File: config.mk
export PLATFORM = sky130hd
export DESIGN_NAME = fact_bcd_converter_flat
export DESIGN_NICKNAME = d
export VERILOG_FILES = /design/src/rtl/fact_bcd_converter_if.sv /design/src/rtl/fact_bcd_converter.sv /design/src/flat_wrapper.sv
export SDC_FILE = /design/constraint.sdc
export NUM_CORES = 1
export LEC_CHECK = 0
export CAP_MARGIN = 20
export CORE_UTILIZATION = 35
export DETAILED_ROUTE_END_ITERATION = 12
export PLACE_DENSITY = 0.56
export SYNTH_ARGS = -nofsm -noshare
export SYNTH_HDL_FRONTEND = slang
export SYNTH_SLANG_ARGS = --single-unit
export TNS_END_PERCENT = 100
File: constraint.sdc
create_clock -name clk -period 4.1 [get_ports clk]
set_clock_uncertainty 0.05 [all_clocks]
set_input_delay 1.23 -clock clk [delete_from_list [all_inputs] [get_ports clk]]
set_output_delay 1.23 -clock clk [all_outputs]
set_load 0.01 [all_outputs]
File: src/rtl/fact_bcd_converter_if.sv
// Handshake bundle between the factorial stage, the BCD converter and the display stage.
// With BCD_BLANK_EN defined the bundle also carries the leading-zero blank_mask.
interface fact_bcd_converter_if #(
  parameter int IN_W   = 16,
  parameter int DIGITS = 5
);
  logic                  in_valid;
  logic                  in_ready;
  logic [IN_W-1:0]       bin_in;
  logic                  out_valid;
  logic                  out_ready;
  logic [4*DIGITS-1:0]   bcd_out;
  logic                  busy;
`ifdef BCD_BLANK_EN
  logic [DIGITS-1:0]     blank_mask;

  modport master (
    output in_valid, bin_in, out_ready,
    input  in_ready, out_valid, bcd_out, busy, blank_mask
  );

  modport slave (
    input  in_valid, bin_in, out_ready,
    output in_ready, out_valid, bcd_out, busy, blank_mask
  );
`else
  modport master (
    output in_valid, bin_in, out_ready,
    input  in_ready, out_valid, bcd_out, busy
  );

  modport slave (
    input  in_valid, bin_in, out_ready,
    output in_ready, out_valid, bcd_out, busy
  );
`endif
endinterface

File: src/rtl/fact_bcd_converter.sv
// Sequential double-dabble binary-to-BCD converter, one shift-add-3 iteration per clock.
// Optional macro BCD_BLANK_EN adds a registered leading-zero blank_mask output.
module fact_bcd_converter #(
  parameter int IN_W   = 16,
  parameter int DIGITS = 5
) (
  input logic               clk,
  input logic               rst,
  fact_bcd_converter_if.slave bus
);

  localparam int CNT_W = $clog2(IN_W + 1);
  localparam int ACC_W = 4 * DIGITS;

  typedef enum logic [1:0] {
    IDLE  = 2'd0,
    SHIFT = 2'd1,
    DONE  = 2'd2
  } state_t;

  state_t            state_q;
  logic [CNT_W-1:0]  cnt_q;
  logic [IN_W-1:0]   bin_q;
  logic [ACC_W-1:0]  acc_q;
  logic [ACC_W-1:0]  bcd_q;
  logic              in_ready_q;
  logic              out_valid_q;
  logic              busy_q;

  logic [ACC_W-1:0]       acc_adj;
  logic [ACC_W+IN_W-1:0]  shift_w;
  logic [ACC_W-1:0]       acc_shf;
  logic [IN_W-1:0]        bin_shf;

  // Add-3 correction on every digit in parallel; a digit is at most 9 here,
  // so the 4-bit sum never carries into its neighbour.
  always_comb begin
    // NOTE: give every combinational output a default first so no path leaves it unassigned (no latch).
    acc_adj = '0;
    for (int k = 0; k < DIGITS; k++) begin
      acc_adj[4*k +: 4] = (acc_q[4*k +: 4] >= 4'd5) ? (acc_q[4*k +: 4] + 4'd3)
                                                      : acc_q[4*k +: 4];
    end
  end

  always_comb begin
    shift_w = {acc_adj, bin_q} << 1;
    acc_shf = shift_w[ACC_W+IN_W-1:IN_W];
    bin_shf = shift_w[IN_W-1:0];
  end

`ifdef BCD_BLANK_EN
  logic [DIGITS-1:0] blank_d;
  logic [DIGITS-1:0] blank_q;
  logic              all_zero;

  // Bit k blanks digit k when it and every higher digit are zero; digit 0 always shows.
  always_comb begin
    blank_d  = '0;
    all_zero = 1'b1;
    for (int k = DIGITS - 1; k >= 1; k--) begin
      all_zero   = all_zero & (acc_shf[4*k +: 4] == 4'd0);
      blank_d[k] = all_zero;
    end
  end

  always_ff @(posedge clk or posedge rst) begin
    if (rst) begin
      blank_q <= '0;
    end else if (state_q == SHIFT && cnt_q == CNT_W'(1)) begin
      blank_q <= blank_d;
    end
  end

  assign bus.blank_mask = blank_q;
`endif

  always_ff @(posedge clk or posedge rst) begin
    // NOTE: all state updates here use non-blocking assignments so every register samples pre-edge values.
    if (rst) begin
      state_q     <= IDLE;
      cnt_q       <= '0;
      bin_q       <= '0;
      acc_q       <= '0;
      bcd_q       <= '0;
      in_ready_q  <= 1'b1;
      out_valid_q <= 1'b0;
      busy_q      <= 1'b0;
    end else begin
      case (state_q)
        IDLE: begin
          if (bus.in_valid && in_ready_q) begin
            bin_q      <= bus.bin_in;
            acc_q      <= '0;
            cnt_q      <= CNT_W'(IN_W);
            in_ready_q <= 1'b0;
            busy_q     <= 1'b1;
            state_q    <= SHIFT;
          end
        end

        SHIFT: begin
          acc_q <= acc_shf;
          bin_q <= bin_shf;
          cnt_q <= cnt_q - CNT_W'(1);
          // The final iteration's result goes straight to the output register.
          if (cnt_q == CNT_W'(1)) begin
            bcd_q       <= acc_shf;
            busy_q      <= 1'b0;
            out_valid_q <= 1'b1;
            state_q     <= DONE;
          end
        end

        DONE: begin
          if (bus.out_ready) begin
            out_valid_q <= 1'b0;
            in_ready_q  <= 1'b1;
            state_q     <= IDLE;
          end
        end

        default: begin
          state_q     <= IDLE;
          in_ready_q  <= 1'b1;
          out_valid_q <= 1'b0;
          busy_q      <= 1'b0;
        end
      endcase
    end
  end

  assign bus.in_ready  = in_ready_q;
  assign bus.out_valid = out_valid_q;
  assign bus.bcd_out   = bcd_q;
  assign bus.busy      = busy_q;

endmodule

File: src/flat_wrapper.sv
// flat-port wrapper written by rule: the top's interface ports become plain ports
module fact_bcd_converter_flat 
#(
  parameter int IN_W   = 16,
  parameter int DIGITS = 5
)
  (clk, rst, bus_in_valid, bus_bin_in, bus_out_ready, bus_in_ready, bus_out_valid, bus_bcd_out, bus_busy);
  fact_bcd_converter_if #(.IN_W(IN_W), .DIGITS(DIGITS)) bus_i ();
  input logic clk;
  input logic rst;
  input wire logic [$bits(bus_i.in_valid)-1:0] bus_in_valid;
  input wire logic [$bits(bus_i.bin_in)-1:0] bus_bin_in;
  input wire logic [$bits(bus_i.out_ready)-1:0] bus_out_ready;
  output wire logic [$bits(bus_i.in_ready)-1:0] bus_in_ready;
  output wire logic [$bits(bus_i.out_valid)-1:0] bus_out_valid;
  output wire logic [$bits(bus_i.bcd_out)-1:0] bus_bcd_out;
  output wire logic [$bits(bus_i.busy)-1:0] bus_busy;
  assign bus_i.in_valid = bus_in_valid;
  assign bus_i.bin_in = bus_bin_in;
  assign bus_i.out_ready = bus_out_ready;
  assign bus_in_ready = bus_i.in_ready;
  assign bus_out_valid = bus_i.out_valid;
  assign bus_bcd_out = bus_i.bcd_out;
  assign bus_busy = bus_i.busy;
  fact_bcd_converter #(.IN_W(IN_W), .DIGITS(DIGITS)) u_core (.clk(clk), .rst(rst), .bus(bus_i));
endmodule
### Word-level counts from Yosys, hierarchy flattened

Cells that the tools add are included.
Widths: inputs -> output; s select.

* register bits after elaboration: 66
* bits of input ports: 20

* add/sub/neg operators: 6
* $lt $le $gt $ge: 5
* eq/ne operators: 6
* mux-type cells: 24
* bitwise operators: 3
* reduce and logical (&&, ||, !) cells: 9

Operators with widths (number)
* $pmux 20 s2: 1
* $pmux 16 s2: 1
* $ge 4x3->1 const B: 5
* $mux 20: 1
* $add 4x2->4 const B: 4
* $mux 16: 1
* $mux 4: 4
* $reduce_and 3->1: 4
* $pmux 5 s2: 1
* $pmux 1 s3: 3
* $mux 1: 6
* $mux 2: 3
* $pmux 2 s3: 1
* $eq 5x1->1 const B: 1
* $mux 5: 1
* $sub 5x1->5 const B: 1
* $ne 2x1->1 const B: 2
* $reduce_and 2->1: 2
* $add 3x2->3 const B: 1
* $mux 3: 1
* $not 1->1: 3
* $eq 2x1->1 const B: 1
* $eq 2x2->1 const B: 1
* $logic_not 2->1: 1
* other kinds (3): 3

### Logic depth before layout (Yosys ltp)

* word-level depth: 3
* gate-level depth with buffers: 7

### Worst setup path after synthesis

OpenSTA, ideal clock, no wires.

* path kind: in2reg
* start: input bus_in_valid
* end: register u_core.bin_q[15]
* setup time: 0.127 ns
* arrival time: 2.028 ns
* required time: 3.923 ns
* path slack: 1.895 ns
* stages on the path: 6
* cells stage by stage: a21oi_1 or2_1 buf_2 buf_6 a222oi_1 inv_1

* cells in the longest elaborated chain, start to end: 3

RTL lines
* from (decl): line flat_wrapper.sv:11 `input wire logic [$bits(bus_i.in_valid)-1:0] bus_in_valid;`
* $logic_and 1x1->1: line fact_bcd_converter.sv:92 `if (bus.in_valid && in_ready_q) begin`
* $ne 2x1->1 (no line)
* $reduce_and 2->1 (no line)
* to (signal assigned): line fact_bcd_converter.sv:93 `bin_q <= bus.bin_in;`
* to (signal assigned): line fact_bcd_converter.sv:104 `bin_q <= bin_shf;`
* to (decl): line fact_bcd_converter.sv:23 `logic [IN_W-1:0] bin_q;`

Every way passes these cells.
A chain may end at the register's enable or synchronous reset.

### Final worst setup path

* start: register u_core.in_ready_q, in the netlist u_core.bus.in_ready
* end: output bus_in_ready

RTL lines
* from (decl): line fact_bcd_converter.sv:26 `logic in_ready_q;`
* from (signal assigned): line fact_bcd_converter.sv:86 `in_ready_q <= 1'b1;`
* from (signal assigned): line fact_bcd_converter.sv:96 `in_ready_q <= 1'b0;`
* from (signal assigned): line fact_bcd_converter.sv:118 `in_ready_q <= 1'b1;`
* to (decl): line flat_wrapper.sv:14 `output wire logic [$bits(bus_i.in_ready)-1:0] bus_in_ready;`

No word-level cell between the ends.

==> summary.md <==
| Metric | Value |
|---|---|
| CP arrival | `roughly 1.4 ns` |
| Drt wl/cell | `13.5 µm` |
| IO Port Bufs | `42` |
| Setup-failing EPs final | `0` |
| Peak VDD IR | `around 0.26 mV` |
| Largest net degree at the start of global routing | `between 60 and 70` |
| I/O pins | `43` |
| Slew @ Worst Pin | `0.647 ns` |
| Synth Net Count | `314` |
| Area Growth Syn to Fin | `23.8%` |
| Most common cell in the netlist | `dfrtp_1` |
| TritonCTS Buffers | `9` |
| Depth of the CTS H-tree | `3` |
| Antenna viol nets, final | `0` |
| Worst path max stage delay | `approximately 0.57 ns` |
| Post-CTS setup buffer count | `0` |
| Post-synth top cells | `dfrtp_1, o21ai_0, inv_1, nand2_1, a21oi_1` |
| DP Cell Count | `420` |
| Clock tree root buffer cell | `clkbuf_8` |
| Slowest CP cell | `dfstp_2` |
| Final worst-path cycle share | `0.664` |
| Utilization after layout | `0.456` |
| Antenna diodes | `0` |
| Status | `completed` |
| Initial antenna violation count | `0` |
| PostCTS Resize Cnt | `0` |
| Buf/Inv on CP | `1` |
| # DRC | `0` |
| Final Non-Filler Cells | `436` |
| Total track usage | `0.144` |
| Nets | `approximately 360` |
| Max Fclk | `368 MHz` |
| Routed vias/inst | `roughly 5.1` |
| Worst-path clk slew | `about 0.070 ns` |
| Post-DP Area | `around 0.0036 mm²` |
| Fin crit period | `2.72 ns` |
| Critical path type | `flop to output pin` |
| Share of cells above drive strength 1 | `0.0937` |
| Syn Inst Count | `around 280` |
| Setup crit end kind | `output pin` |
| Die ar. | `approximately 0.009 mm²` |
| DR vias | `between 2000 and 2500` |
| Setup_tns | `0 ns` |
| Synthesis Warnings | `0` |
| Num rows | `33` |
| Hold Path Class | `flop to flop` |
| Starting Density | `0.368` |
| Netlist Area Pre-Place | `0.00307 mm²` |
| Register area | `around 0.0017 mm²` |
| First DRT Iteration DRCs | `between 100 and 150` |
| Pins over their slew limit | `0` |
| CTS Buffer Depth | `2` |
| Core area | `between 0.008 and 0.009 mm²` |
| Max cap viols | `0` |
| EDFF count, synth | `0` |
| Seq/Total Area, Yosys | `0.538` |
| Cts hold-fix bufs | `0` |
| Cell taking the most area after synthesis | `dfrtp_1` |
| Total routed wirelength | `5890 µm` |
| Setup slack at placement | `1.27 ns` |
| CTS tree | `yes` |
| CTS sink cnt | `66` |
| Die X | `between 90 and 100 µm` |
| CP max FO | `5` |
| Final HPWL DP | `between 3000 and 4000 µm` |
| Die Y-Extent | `around 96 µm` |
| Multi-input gate area | `roughly 0.0012 mm²` |
| Gr ovfl total | `0` |
| First-pass GRT wire length | `approximately 9900 µm` |
| CP Launch Type | `flop` |
| Delay-heaviest family, CP | `flip-flops` |
| Worst-path cell chain | `clkdlybuf4s50_1` |
| Router iterations before antenna repair | `5` |
| Seq cells post-synth | `between 60 and 70` |
| Async SR Flop Fraction | `1.00` |
| Primary FF master, synth | `dfrtp_1` |
| Clock latency on the worst-skew pair | `between 0.3 and 0.4 ns` |
| Critical Path RT | `about 2.8 ns` |
| Fill cells | `811` |
| Final hold vios | `0` |
| Top post-synthesis cells by area | `dfrtp_1, o21ai_0, a222oi_1, ha_1, inv_1` |
| Pwr dens | `slightly below 700 mW/mm²` |
| Slew margin rel. | `0.567` |
| Top-area cell type share of the netlist area | `0.530` |
| Leakage | `1.81 nW` |
| Number of library cell types mapped by synthesis | `29` |
| Design area | `between 0.003 and 0.004 mm²` |
| Final Wtd Congestion | `between 0.7 and 0.8` |
| Mapped Avg Cell Area | `10.9 µm²` |
| RSZ-0062 raised after global routing | `no` |
| Vias in the first global route | `about 2200` |
| Worst Slack Setup Final | `1.38 ns` |
## area by class of cell
cell class / count / area share
Multi-Input combinational cell: 175 / 0.328
Sequential cell: 66 / 0.435
Tap cell: 105 / 0.0345
Timing Repair Buffer: 46 / 0.122
Clock buffer: 13 / 0.0365
Inverter: 28 / 0.0276
Clock inverter: 3 / 0.0171
## metrics by stage
stage	hold WS (ns)	power [W]
5_1_grt	0.459	0.00279
3_3_place_gp	0.414	0.00202
4_1_cts	0.437	0.00264
6_report	0.427	0.00259
2_1_floorplan	0.416	0.00169
3_5_place_dp	0.420	0.00205
## flip-flops by register name, summed over array words and instances, names as in the netlist
| register | count |
|---|---|
| u_core.bus.out_valid | 1 |
| u_core.state_q | 2 |
| u_core.acc_q | 20 |
| u_core.bus.bcd_out | 20 |
| u_core.bin_q | 16 |
| u_core.cnt_q | 5 |
| u_core.bus.busy | 1 |
| u_core.bus.in_ready | 1 |
## path summary, 6_finish.rpt
path | startpoint | endpoint | slack, ns | depth (start not counted)
hold / removal | u_core.bus.bcd_out[7] | u_core.bus.bcd_out[7] | 0.43 | 2
max in group asynchronous | rst | u_core.bus.in_ready | 2.46 | 3
min in group asynchronous | rst | u_core.bin_q[5] | 1.23 | 3
setup reg to reg | u_core.cnt_q[1] | u_core.bus.bcd_out[18] | 2.14 | 5
setup / recovery | u_core.bus.in_ready | bus_in_ready | 1.38 | 1
hold reg to reg | u_core.bus.bcd_out[7] | u_core.bus.bcd_out[7] | 0.43 | 2
## report_power, final
part / switching (W) / internal [W]
clock network: 0.000229 / 0.000343
registers: 0.000198 / 0.000890
logic: 0.000441 / 0.000494
total: 0.000868 / 0.00173
## placed cells by master (no fill, tap or decap), drive strengths merged, types with 3 or more instances in the layout
cell type,n
nand2b,7
nand2,29
clkbuf,13
inv,28
xnor2,5
nand3,5
nor3,7
nor3b,10
clkdlybuf4s50,42
a21oi,17
mux2,10
a222oi,15
buf,4
o21ai,32
a22o,10
nor2,3
dfrtp,65
ha,12
mux2i,5
## worst register-to-register path: stages, from the launching register on
cell and delay (ns):
dfrtp_1 0.39, inv_1 0.08, ha_1 0.14, nor4b_4 0.28, nand2_2 0.45, mux2_4 0.45
## kinds of logic (layout without fill, tap and decap cells)
| kind of cell | after synthesis | count (layout) | synth area share |
|---|---|---|---|
| compound gates | 76 | 76 | 0.162 |
| xor+xnor | 5 | 5 | 0.0143 |
| fa+ha+maj | 12 | 12 | 0.0489 |
| buf+inv | 41 | 90 | 0.0574 |
| flops | 66 | 66 | 0.538 |
| mux | 15 | 15 | 0.0615 |
| simple gates | 67 | 67 | 0.118 |
## metal layers
layer | part of all wire | vias up | global-route usage
li1 | - | 1090 | -
met4 | 0.0098 | 0 | 0.0448
met3 | 0.047 | 6 | 0.0550
met1 | 0.48 | 1088 | 0.184
met5 | 0 | - | 0
met2 | 0.46 | 47 | 0.226
(Power assumes the default switching activity.)
